[config.mk]
export PLATFORM = sky130hd
export DESIGN_NAME = jamming_sweep_scheduler
export DESIGN_NICKNAME = d
export VERILOG_FILES = /design/src/rtl/jamming_pkg.sv /design/src/rtl/jamming_ramp_core.sv /design/src/rtl/jamming_sweep_scheduler.sv
export SDC_FILE = /design/constraint.sdc
export NUM_CORES = 1
export LEC_CHECK = 0
export CAP_MARGIN = 20
export CORE_AREA = 4 4 98 192
export CTS_CLUSTER_DIAMETER = 50
export DETAILED_ROUTE_END_ITERATION = 12
export DIE_AREA = 0 0 102 196
export MAX_ROUTING_LAYER = met4
export SYNTH_ARGS = -nofsm -noshare
export SYNTH_HDL_FRONTEND = slang
export SYNTH_SLANG_ARGS = --single-unit
[constraint.sdc]
create_clock -name clk -period 4.91 [get_ports clk]
set_input_delay 0.491 -clock clk [delete_from_list [all_inputs] [get_ports clk]]
set_output_delay 0.491 -clock clk [all_outputs]
set_load 0.1 [all_outputs]
[src/rtl/jamming_pkg.sv]
// Shared types and constants for the jamming sweep scheduler.
// Holds the FSM state encoding, default config and config struct.
package jamming_pkg;

    localparam int DAC_W  = 14;
    localparam int STEP_W = 8;
    localparam int CNT_W  = 8;
    localparam int GAP_W  = 16;

    localparam logic [DAC_W-1:0]  MIDSCALE   = 14'd8192;
    localparam logic [DAC_W-1:0]  DEF_LO     = 14'd8192;
    localparam logic [DAC_W-1:0]  DEF_HI     = 14'd16383;
    localparam logic [STEP_W-1:0] DEF_STEP   = 8'd1;
    localparam logic [CNT_W-1:0]  DEF_SWEEPS = 8'd0;
    localparam logic [GAP_W-1:0]  DEF_GAP    = 16'd0;

    typedef enum logic [1:0] {
        ST_IDLE,
        ST_SWEEP,
        ST_GAP
    } state_e;

    typedef struct packed {
        logic [DAC_W-1:0]  lo;
        logic [DAC_W-1:0]  hi;
        logic [STEP_W-1:0] step;
        logic [CNT_W-1:0]  sweeps;
        logic [GAP_W-1:0]  gap;
    } sweep_cfg_t;

    localparam sweep_cfg_t DEF_CFG = '{
        lo:     DEF_LO,
        hi:     DEF_HI,
        step:   DEF_STEP,
        sweeps: DEF_SWEEPS,
        gap:    DEF_GAP
    };

    // A ramp needs a non-empty range and forward progress.
    function automatic logic cfg_ok(input sweep_cfg_t c);
        return (c.lo <= c.hi) && (c.step != '0);
    endfunction

endpackage

[src/rtl/jamming_ramp_core.sv]
// Ramp code register with step/limit arithmetic.
// The sum is one bit wider than the code so it cannot wrap.
module jamming_ramp_core
    import jamming_pkg::*;
(
    input  logic              clk,
    input  logic              rst,
    input  logic              park,
    input  logic              load,
    input  logic              advance,
    input  logic [DAC_W-1:0]  lo,
    input  logic [DAC_W-1:0]  hi,
    input  logic [STEP_W-1:0] step,
    output logic [DAC_W-1:0]  code,
    output logic              wrap
);

    logic [DAC_W-1:0] code_d, code_q;
    logic [DAC_W:0]   sum;

    // Next code: park beats load beats advance.
    always_comb begin
        sum    = {1'b0, code_q} + {{(DAC_W+1-STEP_W){1'b0}}, step};
        wrap   = sum > {1'b0, hi};
        code_d = code_q;
        if (park) begin
            code_d = MIDSCALE;
        end else if (load) begin
            code_d = lo;
        end else if (advance) begin
            code_d = sum[DAC_W-1:0];
        end
    end

    // Code register, parks at midscale on reset.
    always_ff @(posedge clk or posedge rst) begin
        if (rst) begin
            code_q <= MIDSCALE;
        end else begin
            code_q <= code_d;
        end
    end

    assign code = code_q;

endmodule

[src/rtl/jamming_sweep_scheduler.sv]
// Burst scheduler for the jamming DAC sawtooth: N ramps with
// midscale gaps, driven from a latched sweep configuration.
module jamming_sweep_scheduler
    import jamming_pkg::*;
(
    input  logic              clk,
    input  logic              rst,
    input  logic              cfg_valid,
    output logic              cfg_ready,
    input  logic [DAC_W-1:0]  cfg_lo,
    input  logic [DAC_W-1:0]  cfg_hi,
    input  logic [STEP_W-1:0] cfg_step,
    input  logic [CNT_W-1:0]  cfg_sweeps,
    input  logic [GAP_W-1:0]  cfg_gap,
    output logic              cfg_err,
    input  logic              start,
    input  logic              abort,
    output logic [DAC_W-1:0]  dac_code,
    output logic              dac_valid,
    output logic              busy,
    output logic              sweep_tick,
    output logic              done,
    output logic              check_led
);

    state_e     state_d, state_q;
    sweep_cfg_t cfg_d, cfg_q, cfg_in;
    logic [CNT_W-1:0] sweep_cnt_d, sweep_cnt_q;
    logic [GAP_W-1:0] gap_cnt_d, gap_cnt_q;
    logic valid_d, valid_q;
    logic tick_d, tick_q;
    logic done_d, done_q;
    logic err_d, err_q;
    logic led_d, led_q;

    logic park, load, advance, wrap;
    logic [CNT_W:0] cnt_inc;
    logic last;

    jamming_ramp_core u_core (
        .clk     (clk),
        .rst     (rst),
        .park    (park),
        .load    (load),
        .advance (advance),
        .lo      (cfg_q.lo),
        .hi      (cfg_q.hi),
        .step    (cfg_q.step),
        .code    (dac_code),
        .wrap    (wrap)
    );

    // Next-state, counters and registered pulse outputs.
    always_comb begin
        cfg_in = '{
            lo:     cfg_lo,
            hi:     cfg_hi,
            step:   cfg_step,
            sweeps: cfg_sweeps,
            gap:    cfg_gap
        };
        cnt_inc     = {1'b0, sweep_cnt_q} + 1'b1;
        last        = (cfg_q.sweeps != '0) &&
                      (cnt_inc == {1'b0, cfg_q.sweeps});
        state_d     = state_q;
        cfg_d       = cfg_q;
        sweep_cnt_d = sweep_cnt_q;
        gap_cnt_d   = gap_cnt_q;
        valid_d     = valid_q;
        tick_d      = 1'b0;
        done_d      = 1'b0;
        err_d       = 1'b0;
        led_d       = led_q;
        park        = 1'b0;
        load        = 1'b0;
        advance     = 1'b0;

        if (abort) begin
            state_d     = ST_IDLE;
            park        = 1'b1;
            valid_d     = 1'b0;
            sweep_cnt_d = '0;
            gap_cnt_d   = '0;
        end else begin
            unique case (state_q)
                ST_IDLE: begin
                    if (cfg_valid) begin
                        if (cfg_ok(cfg_in)) begin
                            cfg_d = cfg_in;
                        end else begin
                            err_d = 1'b1;
                        end
                    end else if (start) begin
                        state_d     = ST_SWEEP;
                        load        = 1'b1;
                        valid_d     = 1'b1;
                        sweep_cnt_d = '0;
                        gap_cnt_d   = '0;
                    end
                end
                ST_SWEEP: begin
                    if (!wrap) begin
                        advance = 1'b1;
                    end else begin
                        tick_d = 1'b1;
                        led_d  = ~led_q;
                        if (cnt_inc[CNT_W]) begin
                            sweep_cnt_d = '1;
                        end else begin
                            sweep_cnt_d = cnt_inc[CNT_W-1:0];
                        end
                        if (last) begin
                            state_d     = ST_IDLE;
                            done_d      = 1'b1;
                            park        = 1'b1;
                            valid_d     = 1'b0;
                            sweep_cnt_d = '0;
                        end else if (cfg_q.gap == '0) begin
                            load = 1'b1;
                        end else begin
                            state_d   = ST_GAP;
                            park      = 1'b1;
                            valid_d   = 1'b0;
                            gap_cnt_d = cfg_q.gap - 1'b1;
                        end
                    end
                end
                ST_GAP: begin
                    if (gap_cnt_q == '0) begin
                        state_d = ST_SWEEP;
                        load    = 1'b1;
                        valid_d = 1'b1;
                    end else begin
                        gap_cnt_d = gap_cnt_q - 1'b1;
                    end
                end
                default: begin
                    state_d = ST_IDLE;
                    park    = 1'b1;
                    valid_d = 1'b0;
                end
            endcase
        end
    end

    // State, config and output registers.
    always_ff @(posedge clk or posedge rst) begin
        if (rst) begin
            state_q     <= ST_IDLE;
            cfg_q       <= DEF_CFG;
            sweep_cnt_q <= '0;
            gap_cnt_q   <= '0;
            valid_q     <= 1'b0;
            tick_q      <= 1'b0;
            done_q      <= 1'b0;
            err_q       <= 1'b0;
            led_q       <= 1'b0;
        end else begin
            state_q     <= state_d;
            cfg_q       <= cfg_d;
            sweep_cnt_q <= sweep_cnt_d;
            gap_cnt_q   <= gap_cnt_d;
            valid_q     <= valid_d;
            tick_q      <= tick_d;
            done_q      <= done_d;
            err_q       <= err_d;
            led_q       <= led_d;
        end
    end

    assign cfg_ready  = (state_q == ST_IDLE);
    assign busy       = (state_q != ST_IDLE);
    assign dac_valid  = valid_q;
    assign sweep_tick = tick_q;
    assign done       = done_q;
    assign cfg_err    = err_q;
    assign check_led  = led_q;

endmodule

# Yosys cells after proc, flatten, opt, wreduce, memory -nomap -nowiden
# Cells that the tools add are included.
[word_totals]
reg_bits = 105
in_bits = 65
out_inout_bits = 21
word_cells = 111
[op_classes]
add_sub_neg = 4
magnitude_cmp = 2
n_eq_ne = 11
muxes = 61
n_bitwise = 2
reduce_logical = 17
[ops]
columns = ["operator", "count"]
rows = [
  ["$mux 16", 7],
  ["$mux 8", 6],
  ["$pmux 16 s3", 1],
  ["$mux 14", 3],
  ["$logic_not 16->1", 2],
  ["$mux 1", 32],
  ["$sub 16x1->16 const B", 2],
  ["$pmux 8 s2", 1],
  ["$reduce_bool 8->1", 2],
  ["$add 14x8->15", 1],
  ["$gt 15x14->1", 1],
  ["$ne 3x3->1 const B", 5],
  ["$le 14x14->1", 1],
  ["$mux 2", 7],
  ["$add 8x1->9 const B", 1],
  ["$eq 9x8->1", 1],
  ["$reduce_and 4->1", 2],
  ["$reduce_and 7->1", 1],
  ["$pmux 1 s3", 2],
  ["$pmux 2 s3", 1],
  ["$reduce_bool 3->1", 2],
  ["$reduce_and 5->1", 1],
  ["$ne 4x4->1 const B", 1],
  ["$reduce_bool 4->1", 1],
  ["other kinds (11)", 13],
]

# Depth between registers and ports, before layout
# Gate-level depths: netlist of the first run.
[logic_depth]
word_depth = 9
mapped_depth = 20
ltp_nobuf = 18

# By module
# A second synthesis of the first run with hierarchy kept.
[hier_totals]
hier_cells = 692
hier_area_um2 = 6885.4
[modules_own_cells]
columns = ["module", "n_inst", "cells_each", "area_per_inst_um2", "seq_area_each_um2"]
rows = [
  ["jamming_sweep_scheduler", 1, 484, 5126.2, 2272.2],
  ["jamming_ramp_core", 1, 208, 1759.2, 351.6],
]

# Worst setup path before layout of the first run
# Ideal clock, no wire load.
[synth_timing]
path_kind = "reg-to-reg"
from = "register u_core.code_q[0] (netlist: u_core.code[0])"
to = "register gap_cnt_q[13]"
setup_ns = 0.120
arrival_ns = 4.933
required_time_ns = 4.790
slack_ns = -0.143
stages_incl_launch_ff = 19
n_path_buf = 0
period_less_slack_ns = 5.053
cell_sequence = "dfrtp_1 -> ha_1 -> inv_1 -> fa_1 -> nor2b_1 -> o31a_1 -> o22ai_1 -> nor2_1 -> nand3_1 -> xnor2_1 -> ha_1 -> nand3_1 -> or4_1 -> o311ai_0 -> o211ai_1 -> a2bb2oi_1 -> a31oi_4 -> mux2_2 -> a31o_2"
[synth_via]
elab_chain_cells = 4
[synth_rtl]
columns = ["item", "line", "text"]
rows = [
  ["from (decl)", "jamming_ramp_core.sv:18", "logic [DAC_W-1:0] code_d, code_q;"],
  ["from (signal assigned)", "jamming_ramp_core.sv:40", "code_q <= code_d;"],
  ["$add 14x8->15", "jamming_ramp_core.sv:23", "sum = {1'b0, code_q} + {{(DAC_W+1-STEP_W){1'b0}}, step};"],
  ["$gt 15x14->1", "jamming_ramp_core.sv:24", "wrap = sum > {1'b0, hi};"],
  ["$ne 3x3->1 (no line)", "-", ""],
  ["$reduce_and 7->1 (no line)", "-", ""],
  ["to (signal assigned)", "jamming_sweep_scheduler.sv:162", "gap_cnt_q <= gap_cnt_d;"],
  ["to (decl)", "jamming_sweep_scheduler.sv:29", "logic [GAP_W-1:0] gap_cnt_d, gap_cnt_q;"],
]
# Every way passes these cells.
# A chain may end at the register's enable or synchronous reset.

# Final worst setup path of the first run
[layout_timing]
from = "register cfg_q[24] in the netlist's numbering"
to = "register gap_cnt_q[13]"
[layout_via]
elab_chain_cells = 4
[layout_rtl]
columns = ["item", "line", "text"]
rows = [
  ["from (decl)", "jamming_sweep_scheduler.sv:27", "sweep_cfg_t cfg_d, cfg_q, cfg_in;"],
  ["from (signal assigned)", "jamming_sweep_scheduler.sv:160", "cfg_q <= cfg_d;"],
  ["$add 14x8->15", "jamming_ramp_core.sv:23", ""],
  ["$gt 15x14->1", "jamming_ramp_core.sv:24", ""],
  ["$ne 3x3->1 (no line)", "-", ""],
  ["$reduce_and 7->1 (no line)", "-", ""],
]
# Every way passes these cells.

==> results.json, run 1 <==
{
  "status": "finished clean",
  "die_h_microns": 196,
  "yosys_register_bits": 104,
  "maxSlewViolCount": 0,
  "path_buf_inv": 1,
  "synth_area_leader_cell": "dfrtp_1",
  "drc_errors": 0,
  "worstSkewPairLatency_ns": 0.36,
  "min_period_over_period_pct": 94.45,
  "track_usage_pct": 20.18,
  "dp_cells": 976,
  "core_area_sq_um": 17360,
  "syn-cell-area_sq_um": 6807,
  "die-area_sq_um": 19990,
  "ys_warn_count": 0,
  "min_period_ns": 4.637,
  "start_util_pct": 39.22,
  "skew_ns": 0.01553,
  "ios": 86,
  "grt_max_degree": 74,
  "instances_no_fill": 994,
  "avgSynthCellArea_sq_um": 9.751,
  "drtIter0Drc": 217,
  "viasPerCell": 5.717,
  "crit_type": "reg -> reg",
  "r2r.worst_path.cells": 18,
  "syn_to_final_growth_pct": 21.27,
  "hold_viol_final": 0,
  "postRouteAntennaNets": 0,
  "synth_top_cell_area_share_pct": 31.99,
  "fmax_mhz": 215.6,
  "tns_ns": 0,
  "cellPowerDensity_nw_per_um2": 641.7,
  "ir_drop_uv": 615.5,
  "wire_per_inst_microns": 19.22,
  "port_buffers": 85,
  "ys.flop_type": "dfrtp_1",
  "ys_types": 64,
  "nets": 887,
  "grt_use_met1_pct": 20.43,
  "via_count": 5683,
  "grt_pass1_wl_mm": 30.63,
  "hp-class": "reg -> reg",
  "clk_path_buf_depth": 2,
  "critPathArrivalTime_ns": 4.88,
  "place_congestion": 0.8480,
  "timing.critical_path.mode_cell": "ha_1",
  "whs_path_depth": 2,
  "dr.pass1.iters": 5,
  "max_slew_margin_pct": 31.80,
  "drv_cap": 0,
  "clk_pin_slew_ns": 0.08,
  "crit_fanout": 5,
  "drive_gt1_share_pct": 16.45,
  "synthesis.nets": 806,
  "grt_pass1_vias": 5984,
  "startpoint_type": "flip-flop",
  "synth-edff-count": 0,
  "htree_num_levels": 3,
  "cp_slowest_stage_delay_ns": 0.55,
  "setup_viol": 0,
  "yosysSeqAreaShare_pct": 38.55,
  "dp_hpwl_mm": 14.86,
  "rsz0062_at_grt": "no",
  "fp-row-count": 68,
  "path_depth": 18,
  "cp.required_ns": 5.16,
  "async_flop_share_pct": 100.0,
  "antenna_found_initial": 0,
  "grt_overflow_total": 0,
  "fp.dieW_microns": 102,
  "place_ws_ns": -0.04151,
  "worst_slack_ns": 0.2726,
  "synth_area_leaders": "dfrtp_1 32%, mux2_2 8.6%, ha_1 7.7%, dfstp_2 6.6%, mux2i_1 5.7%",
  "cts_made_buffers": 9,
  "cts-root-buf": "clkbuf_16",
  "clock_sinks": 104,
  "critical-path-top-delay-family": "compound AO/OA/AOI/OAI gates",
  "slowest_stage": "or4_1",
  "cp-end-kind": "flip-flop",
  "worstPathCellList": "ha_1 > inv_1 > fa_1 > nor2b_2 > o31a_1 > o22ai_1 > nor2_2 > nand3_1 > xnor2_1 > ha_1 > nand3_2 > or4_1 > o311ai_1 > o211ai_1 > a2bb2oi_2 > a31oi_4 > mux2_2 > a31o_2",
  "worst_slew_pin_slew_ns": 1.020,
  "wl_mm": 19.10,
  "syn_inst": 698,
  "n_antenna_cell": 0,
  "top_usage_layer": "met2",
  "grt_use_met3_pct": 2.028,
  "cts_tree": "yes",
  "met2_usage_pct": 38.38,
  "hold_slack_ns": 0.5019,
  "leakage_uw": 0.003517
}
[worst min-delay path, delay by kind of cell, from the launching register on]
kind,cells,cell delay (ns)
mux,1,0.07
buf+inv,1,0.07
flops,1,0.37
[metrics by stage]
step / power (uW) / instance area [sq um] / util [%]
after global placement: 4436 / 7895 / 45.49
after floorplan: 3718 / 6809 / -
after CTS: 5259 / 8182 / 47.14
final: 5297 / 8254 / 47.56
after detailed placement: 4535 / 7895 / 45.49
after global routing: 5674 / 8254 / 47.56
[where the power goes]
group          internal (uW)  switching [uW]  leakage (uW)
logic                   1180            1750       0.00210
registers               1260             395       0.00129
clock network            362             341      0.000132
total                   2810            2490       0.00352
[kinds of logic after synthesis]
| group | count (synthesis) | synth area share [%] |
|---|---|---|
| muxes | 91 | 14.34 |
| xor gates and xnor gates | 18 | 2.316 |
| adders and majority gates | 43 | 8.015 |
| and+or+nand+nor | 194 | 15.22 |
| AOI/OAI and AO/OA | 165 | 16.45 |
| buffers and inverters | 83 | 5.110 |
| DFF | 104 | 38.55 |
[state kept, by name, indices dropped and copies added (netlist names), 8 cells and up]
register,cells
cfg_q,60
gap_cnt_q,16
sweep_cnt_q,8
u_core.code,14
[per-layer routing]
metal	wire length, microns	vias up
met5	0	-
met4	575	0
li1	-	2704
met3	452	32
met1	7034	2834
met2	11040	113
[path summary, 6_finish.rpt]
kind                           start            end  slack [ns]
hold reg to reg            cfg_q[34]      cfg_q[34]        0.50
max in group asynchronous        rst      cfg_q[32]        3.16
min in group asynchronous        rst      cfg_q[13]        0.69
setup / recovery           cfg_q[24]  gap_cnt_q[13]        0.27
setup reg to reg           cfg_q[24]  gap_cnt_q[13]        0.27
hold / removal             cfg_q[34]      cfg_q[34]        0.50
[placed cells by master (no fill, tap or decap), types with 11 or more instances in the layout]
cell type        synthesis  routed
dfrtp_1                 87      85
clkdlybuf4s50_1          0      85
inv_1                   54      53
mux2_2                  52      52
ha_1                    42      42
a21oi_1                 41      40
mux2i_1                 39      39
nor2_1                  40      38
nor3_1                  29      29
o21ai_0                 28      28
nand2_1                 28      28
dfstp_2                 17      17
nor2b_1                 16      15
nand3_1                 13      12
buf_4                    2      12
a22o_1                  11      11
xnor2_1                 11      11
o2bb2ai_1               11      11
[cell usage after synthesis (7+ instances only)]
cell / instances
nand2_1: 28
xor2_1: 7
mux2i_1: 39
nor4_1: 8
o21ai_1: 8
o21ai_0: 28
a22o_1: 11
dfstp_2: 17
nand4_1: 10
inv_1: 54
nand3_1: 13
nor2_1: 40
xnor2_1: 11
a211oi_1: 9
a21oi_1: 41
o2bb2ai_1: 11
dfrtp_1: 87
a31oi_1: 8
mux2_2: 52
ha_1: 42
nor2b_1: 16
nor3_1: 29
or3_1: 7
a21o_1: 9
clkbuf_1: 9
buf_2: 11
[repair_timing]
item | 4_1_cts | 5_1_grt
setup endpoints to repair | 11 | 36
pin swaps | 0 | 6
buffers inserted | 0 | 2
hold buffers | 0 | 0
gates resized for setup | 1 | 13
[layout make-up]
cell class                 count  area, sq um
sequential                   104         2626
fill                        1637         9102
multi-input combinational    511         3895
clock buffer                  11        242.7
tap                          210        262.8
inverter                      54        205.2
timing repair buffer          99        980.9
clock inverter                 5        41.29
Note: power is estimated with default switching activity, not from simulation.
==> inputs of run 2 (changes only) <==
CORE_AREA = 4 4 130 144   (was 4 4 98 192)
DIE_AREA = 0 0 134 148   (was 0 0 102 196)
==> run 2 against run 1 <==
  * Via count is 3.1% lower
  * Clock-buffer cell count up 1
  * Maximum frequency grew 0.67%
  * Hold slack lost 0.0098 ns
  * Utilization up 1.1 points
  * Setup slack improved by 0.031 ns
  * Register-to-register slack improved by 0.03 ns
  * Critical endpoint unchanged
  * Critical path depth unchanged
  * Critical path type unchanged
  * Largest power group unchanged
  * Final cell count grew 2.3%
==> results.json, run 2 (same netlist as run 1, synthesis figures left out) <==
{
  "place_ws_ns": 0.1855,
  "tns_ns": 0,
  "worst_slew_pin_slew_ns": 1.041,
  "crit_type": "reg -> reg",
  "grt_pass1_vias": 5675,
  "dp_cells": 1000,
  "startpoint_type": "flip-flop",
  "power.total_uw": 5274,
  "drtIter0Drc": 221,
  "core_area_sq_um": 17080,
  "viasPerCell": 5.413,
  "clock_sinks": 104,
  "antenna_found_initial": 0,
  "drive_gt1_share_pct": 16.09,
  "cts-root-buf": "clkbuf_16",
  "hold_viol_final": 0,
  "leakage_uw": 0.003535,
  "port_buffers": 85,
  "cts_tree": "yes",
  "hp-class": "reg -> reg",
  "place_congestion": 0.8733,
  "crit_fanout": 5,
  "dp_hpwl_mm": 12.79,
  "min_period_ns": 4.607,
  "syn_to_final_growth_pct": 22.02,
  "worstSkewPairLatency_ns": 0.36,
  "fp.dieW_microns": 134,
  "die_h_microns": 148,
  "n_antenna_cell": 0,
  "max_slew_margin_pct": 30.41,
  "fmax_mhz": 217.1,
  "drv_cap": 0,
  "grt_max_degree": 76,
  "maxSlewViolCount": 0,
  "grt_pass1_wl_mm": 28.61,
  "cellPowerDensity_nw_per_um2": 635.0,
  "nets": 886,
  "cp.required_ns": 5.16,
  "status": "finished clean",
  "via_count": 5505,
  "cts_made_buffers": 9,
  "critPathArrivalTime_ns": 4.86,
  "worst_slack_ns": 0.3033,
  "wire_per_inst_microns": 16.70,
  "htree_num_levels": 3,
  "setup_viol": 0,
  "mostFrequentLayoutCells": "85 x dfrtp_1, 85 x clkdlybuf4s50_1, 53 x inv_1",
  "cp-end-kind": "flip-flop",
  "min_period_over_period_pct": 93.82,
  "wl_mm": 16.99,
  "die-area_sq_um": 19830,
  "clk_path_buf_depth": 2,
  "grt_overflow_total": 0,
  "max_flop_register": "cfg_q",
  "dr.pass1.iters": 4,
  "largest_reg_flops": 60,
  "ir_drop_uv": 468.6,
  "fp-row-count": 50,
  "rsz0062_at_grt": "no",
  "ios": 86,
  "clk_pin_slew_ns": 0.07,
  "instances_no_fill": 1017,
  "skew_ns": 0.01339,
  "track_usage_pct": 18.29,
  "nFillCells": 1638,
  "drc_errors": 0,
  "postRouteAntennaNets": 0,
  "start_util_pct": 39.85
}
## run 2: layout make-up
| class | count | area [sq um] | area share, % |
|---|---|---|---|
| tap | 234 | 292.8 | 3.525 |
| clock buffer | 12 | 266.5 | 3.209 |
| clock inverter | 4 | 48.80 | 0.5875 |
| sequential | 104 | 2626 | 31.62 |
| timing repair buffer | 98 | 984.7 | 11.86 |
| multi-input combinational | 511 | 3881 | 46.73 |
| inverter | 54 | 205.2 | 2.471 |
## run 2: critical path, stage by stage (launching register included)
cell and delay (ns):
dfstp_2 0.53, ha_1 0.15, inv_1 0.05, fa_1 0.39
nor2b_1 0.16, o31a_1 0.27, o22ai_4 0.13, nor2_2 0.11
nand3_1 0.10, xnor2_1 0.17, ha_1 0.32, nand3_2 0.11
or4_1 0.56, o311ai_1 0.11, o211ai_1 0.28, a2bb2oi_2 0.25
a31oi_4 0.24, mux2_2 0.36, a31o_2 0.21
## run 2: metal layers
metal / track usage [%] / part of all wire (%)
met1: 22.61 / 45
met2: 29.88 / 49
met3: 3.642 / 3.2
met4: 6.533 / 2.7
met5: - / 0
## run 2: worst paths after layout
path | endpoint | cells past startpoint | from | slack [ns]
hold reg to reg | cfg_q[39] | 2 | cfg_q[39] | 0.49
setup reg to reg | gap_cnt_q[13] | 18 | cfg_q[24] | 0.30
hold / removal | cfg_q[39] | 2 | cfg_q[39] | 0.49
min in group asynchronous | cfg_q[17] | 2 | rst | 0.69
setup / recovery | gap_cnt_q[13] | 18 | cfg_q[24] | 0.30
max in group asynchronous | done | 3 | rst | 3.23
## run 2: power breakdown
part           total [uW]  leakage [uW]  switching, uW  internal, uW
clock network         769      0.000159            332           438
logic                2870       0.00209           1700          1170
registers            1630       0.00129            372          1260
total                5270       0.00354           2400          2870
## run 2: what timing repair did
| action | in CTS | in global routing |
|---|---|---|
| setup buffers | 0 | 1 |
| gates resized for setup | 0 | 10 |
| endpoints found under the hold margin | 0 | 0 |
| setup endpoints to repair | 0 | 33 |
| hold buffers | 0 | 0 |
## run 2: stage by stage
stage                     hold slack (ns)  util [%]  cell area [sq um]
final                              0.4920     48.63               8305
after global routing               0.5306     48.63               8305
after CTS                          0.4975     48.32               8253
after detailed placement           0.4834     46.48               7938
after global placement             0.4857     46.48               7938
after floorplan                    0.4621         -               6809
==> inputs of run 3 (changes only) <==
CORE_AREA = 4 4 117 131   (was 4 4 130 144)
DIE_AREA = 0 0 121 135   (was 0 0 134 148)
PLACE_DENSITY = 0.72   (was unset)
SYNTH_HIERARCHICAL = 1   (was unset)
==> run 3 against run 2 <==
  * Critical path depth increased by 2
  * Flip-flop and latch count stayed put
  * Total power shrank 11%
  * Area after synthesis up 1.2%
  * Maximum frequency shrank 3.8%
  * Die area decreased by 18%
  * Critical path type unchanged
  * Largest power group unchanged
  * Highest routed layer unchanged
==> results.json, run 3 <==
{
  "dp_hpwl_mm": 13.09,
  "yosysSeqAreaShare_pct": 38.11,
  "fmax_mhz": 208.9,
  "n_antenna_cell": 0,
  "drive_gt1_share_pct": 18.88,
  "start_util_pct": 48.83,
  "grt_max_degree": 50,
  "syn_inst": 692,
  "min_period_over_period_pct": 97.50,
  "reg2reg_slack_ns": 0.12,
  "largest_reg_flops": 60,
  "synth_area_leaders": "dfrtp_1 32%, mux2_2 9.6%, ha_1 7.6%, dfstp_2 6.5%, inv_1 3.4%",
  "cellPowerDensity_nw_per_um2": 559.3,
  "port_buffers": 85,
  "met2_usage_pct": 38.83,
  "ys.flop_type": "dfrtp_1",
  "status": "finished clean",
  "grt_pass1_vias": 5957,
  "leakage_uw": 0.003530,
  "final_area_sq_um": 8379,
  "grt_overflow_total": 0,
  "die-area_sq_um": 16340,
  "skew_ns": 0.01122,
  "viasPerCell": 5.870,
  "whs_path_depth": 2,
  "syn-cell-area_sq_um": 6885,
  "synth_most_common_cell": "dfrtp_1",
  "htree_num_levels": 3,
  "grt_pass1_wl_mm": 29.00,
  "r2r.worst_path.cells": 20,
  "yosys_register_bits": 104,
  "wl_mm": 17.34,
  "synthesis.nets": 800,
  "fp.dieW_microns": 121,
  "top_usage_layer": "met2",
  "hp-class": "reg -> reg",
  "worst_slew_pin_slew_ns": 1.031,
  "crit_type": "reg -> reg",
  "grt_use_met1_pct": 26.09,
  "die_h_microns": 135,
  "synth_xor_area_share_pct": 4.325,
  "clk_path_buf_depth": 2,
  "antenna_found_initial": 0,
  "via_count": 5729,
  "cp.required_ns": 5.15,
  "critPathArrivalTime_ns": 5.03,
  "clk_pin_slew_ns": 0.07,
  "maxSlewViolCount": 0,
  "synth_top_family_by_area": "simple AND/OR/NAND/NOR gates",
  "ir_drop_uv": 368.9,
  "crit_fanout": 16,
  "power.total_uw": 4687,
  "cp-end-kind": "flip-flop",
  "worstSkewPairLatency_ns": 0.36,
  "synth_top_cell_area_share_pct": 31.62,
  "syn_to_final_growth_pct": 21.70,
  "ys_types": 86,
  "drtIter0Drc": 386,
  "core_area_sq_um": 14100,
  "min_period_ns": 4.787,
  "nets": 887,
  "dp_cells": 955,
  "synth_compound_area_share_pct": 14.83,
  "cts_tree": "yes",
  "setup_viol": 0,
  "postRouteAntennaNets": 0,
  "layout.cells.most_common": "clkdlybuf4s50_1",
  "ys_warn_count": 6,
  "synth_area_leader_cell": "dfrtp_1",
  "place_area_sq_um": 7991,
  "async_flop_share_pct": 100.0,
  "avgSynthCellArea_sq_um": 9.950,
  "max_slew_margin_pct": 31.03,
  "place_congestion": 0.8729,
  "mostFrequentLayoutCells": "85 x clkdlybuf4s50_1, 79 x dfrtp_1, 62 x inv_1",
  "synth-adder-area-share_pct": 7.923,
  "wire_per_inst_microns": 17.76,
  "muxShareOfSynthArea_pct": 13.81,
  "hold_buffers": 0,
  "startpoint_type": "flip-flop",
  "fp-row-count": 46,
  "cts_made_buffers": 9,
  "drc_errors": 0,
  "synth-simple-area-share_pct": 15.72,
  "grt_use_met3_pct": 4.022,
  "ios": 86,
  "dr.pass1.iters": 5,
  "drv_cap": 0,
  "cts-root-buf": "clkbuf_16",
  "hold_viol_final": 0,
  "instances_no_fill": 976,
  "clock_sinks": 104,
  "track_usage_pct": 22.76,
  "max_flop_register": "cfg_q",
  "synth-edff-count": 0,
  "nFillCells": 1203,
  "ys_top_cells_by_count": "87 x dfrtp_1, 63 x inv_1, 59 x mux2_2"
}
-- run 3: cell count changes after synthesis, moves of 7 or more --
| cell | previous run | this run |
|---|---|---|
| clkbuf_1 | 9 | 17 |
| xnor2_1 | 11 | 24 |
| a21oi_1 | 41 | 30 |
| a22o_1 | 11 | 0 |
| mux2_2 | 52 | 59 |
| nor2b_1 | 16 | 8 |
| mux2_1 | 0 | 9 |
| o21ai_0 | 28 | 12 |
| mux2i_1 | 39 | 17 |
| inv_1 | 54 | 63 |
-- run 3: worst paths after layout --
check	startpoint	to
min in group asynchronous	rst	u_core/code[0]
max	cfg_q[24]	gap_cnt_q[11]
min reg2reg	cfg_q[24]	cfg_q[24]
max reg2reg	cfg_q[24]	gap_cnt_q[11]
max in group asynchronous	rst	cfg_q[9]
min	cfg_q[24]	cfg_q[24]
-- run 3: what timing repair did --
item	in CTS	in global routing
gates cloned	0	0
endpoints found under the setup margin	15	27
pin swaps	0	7
gates resized for setup	1	12
setup buffers	0	5
-- run 3: cells by family (layout without fill, tap and decap cells) --
kind of cell | count (synthesis) | in the layout
muxes | 86 | 86
DFF | 104 | 104
AOI/OAI and AO/OA | 138 | 138
and+or+nand+nor | 196 | 196
xor gates and xnor gates | 34 | 34
adders and majority gates | 43 | 43
buffers and inverters | 91 | 183
-- run 3: cell type report --
| type | instances | area [sq um] | share of cell area (%) |
|---|---|---|---|
| well taps | 192 | 240.2 | 2.867 |
| clock buffers | 15 | 267.8 | 3.195 |
| multi-input cells | 497 | 3983 | 47.53 |
| clock inverters | 1 | 5.005 | 0.05973 |
| flip-flops and latches | 104 | 2636 | 31.46 |
| inverters | 63 | 237.7 | 2.837 |
| repair buffers | 104 | 1010 | 12.05 |
-- run 3: worst max-delay path: stages, from the launching register on --
cell and delay, ns:
dfstp_2 0.54, ha_1 0.16, inv_1 0.06, fa_2 0.39
nor2b_4 0.16, o2111ai_4 0.16, and3b_2 0.26, xnor2_1 0.13
ha_1 0.30, o21a_1 0.13, nor2_1 0.05, a311oi_2 0.23
a2111oi_1 0.08, o32ai_1 0.32, buf_4 0.18, buf_4 0.11
o22ai_1 0.09, nor2_1 0.17, a31oi_1 0.13, a31oi_4 0.59
mux2_2 0.41
-- run 3: through the flow --
| step | hold WS [ns] | utilization (%) | setup TNS [ns] | setup WS (ns) |
|---|---|---|---|---|
| final | 0.4695 | 59.42 | 0 | 0.1228 |
| after global routing | 0.5004 | 59.42 | -0.8883 | -0.07909 |
| after CTS | 0.4733 | 58.67 | 0 | 0.01472 |
| after detailed placement | 0.4620 | 56.67 | -1.332 | -0.1184 |
| after global placement | 0.4619 | 56.67 | 0 | 0.01995 |
| after floorplan | 0.3791 | - | -0.02564 | -0.02564 |
-- run 3: layer usage --
metal / vias to the layer above / wire [microns]
li1: 2702 / -
met1: 2818 / 7024
met2: 174 / 8985
met3: 35 / 795
met4: 0 / 530
met5: - / 0
-- run 3: power breakdown --
| group | leakage (uW) | internal (uW) | switching [uW] | total (uW) |
|---|---|---|---|---|
| Clock | 0.000134 | 372 | 312 | 684 |
| Combinational | 0.00211 | 1030 | 1410 | 2440 |
| Sequential | 0.00128 | 1240 | 318 | 1560 |
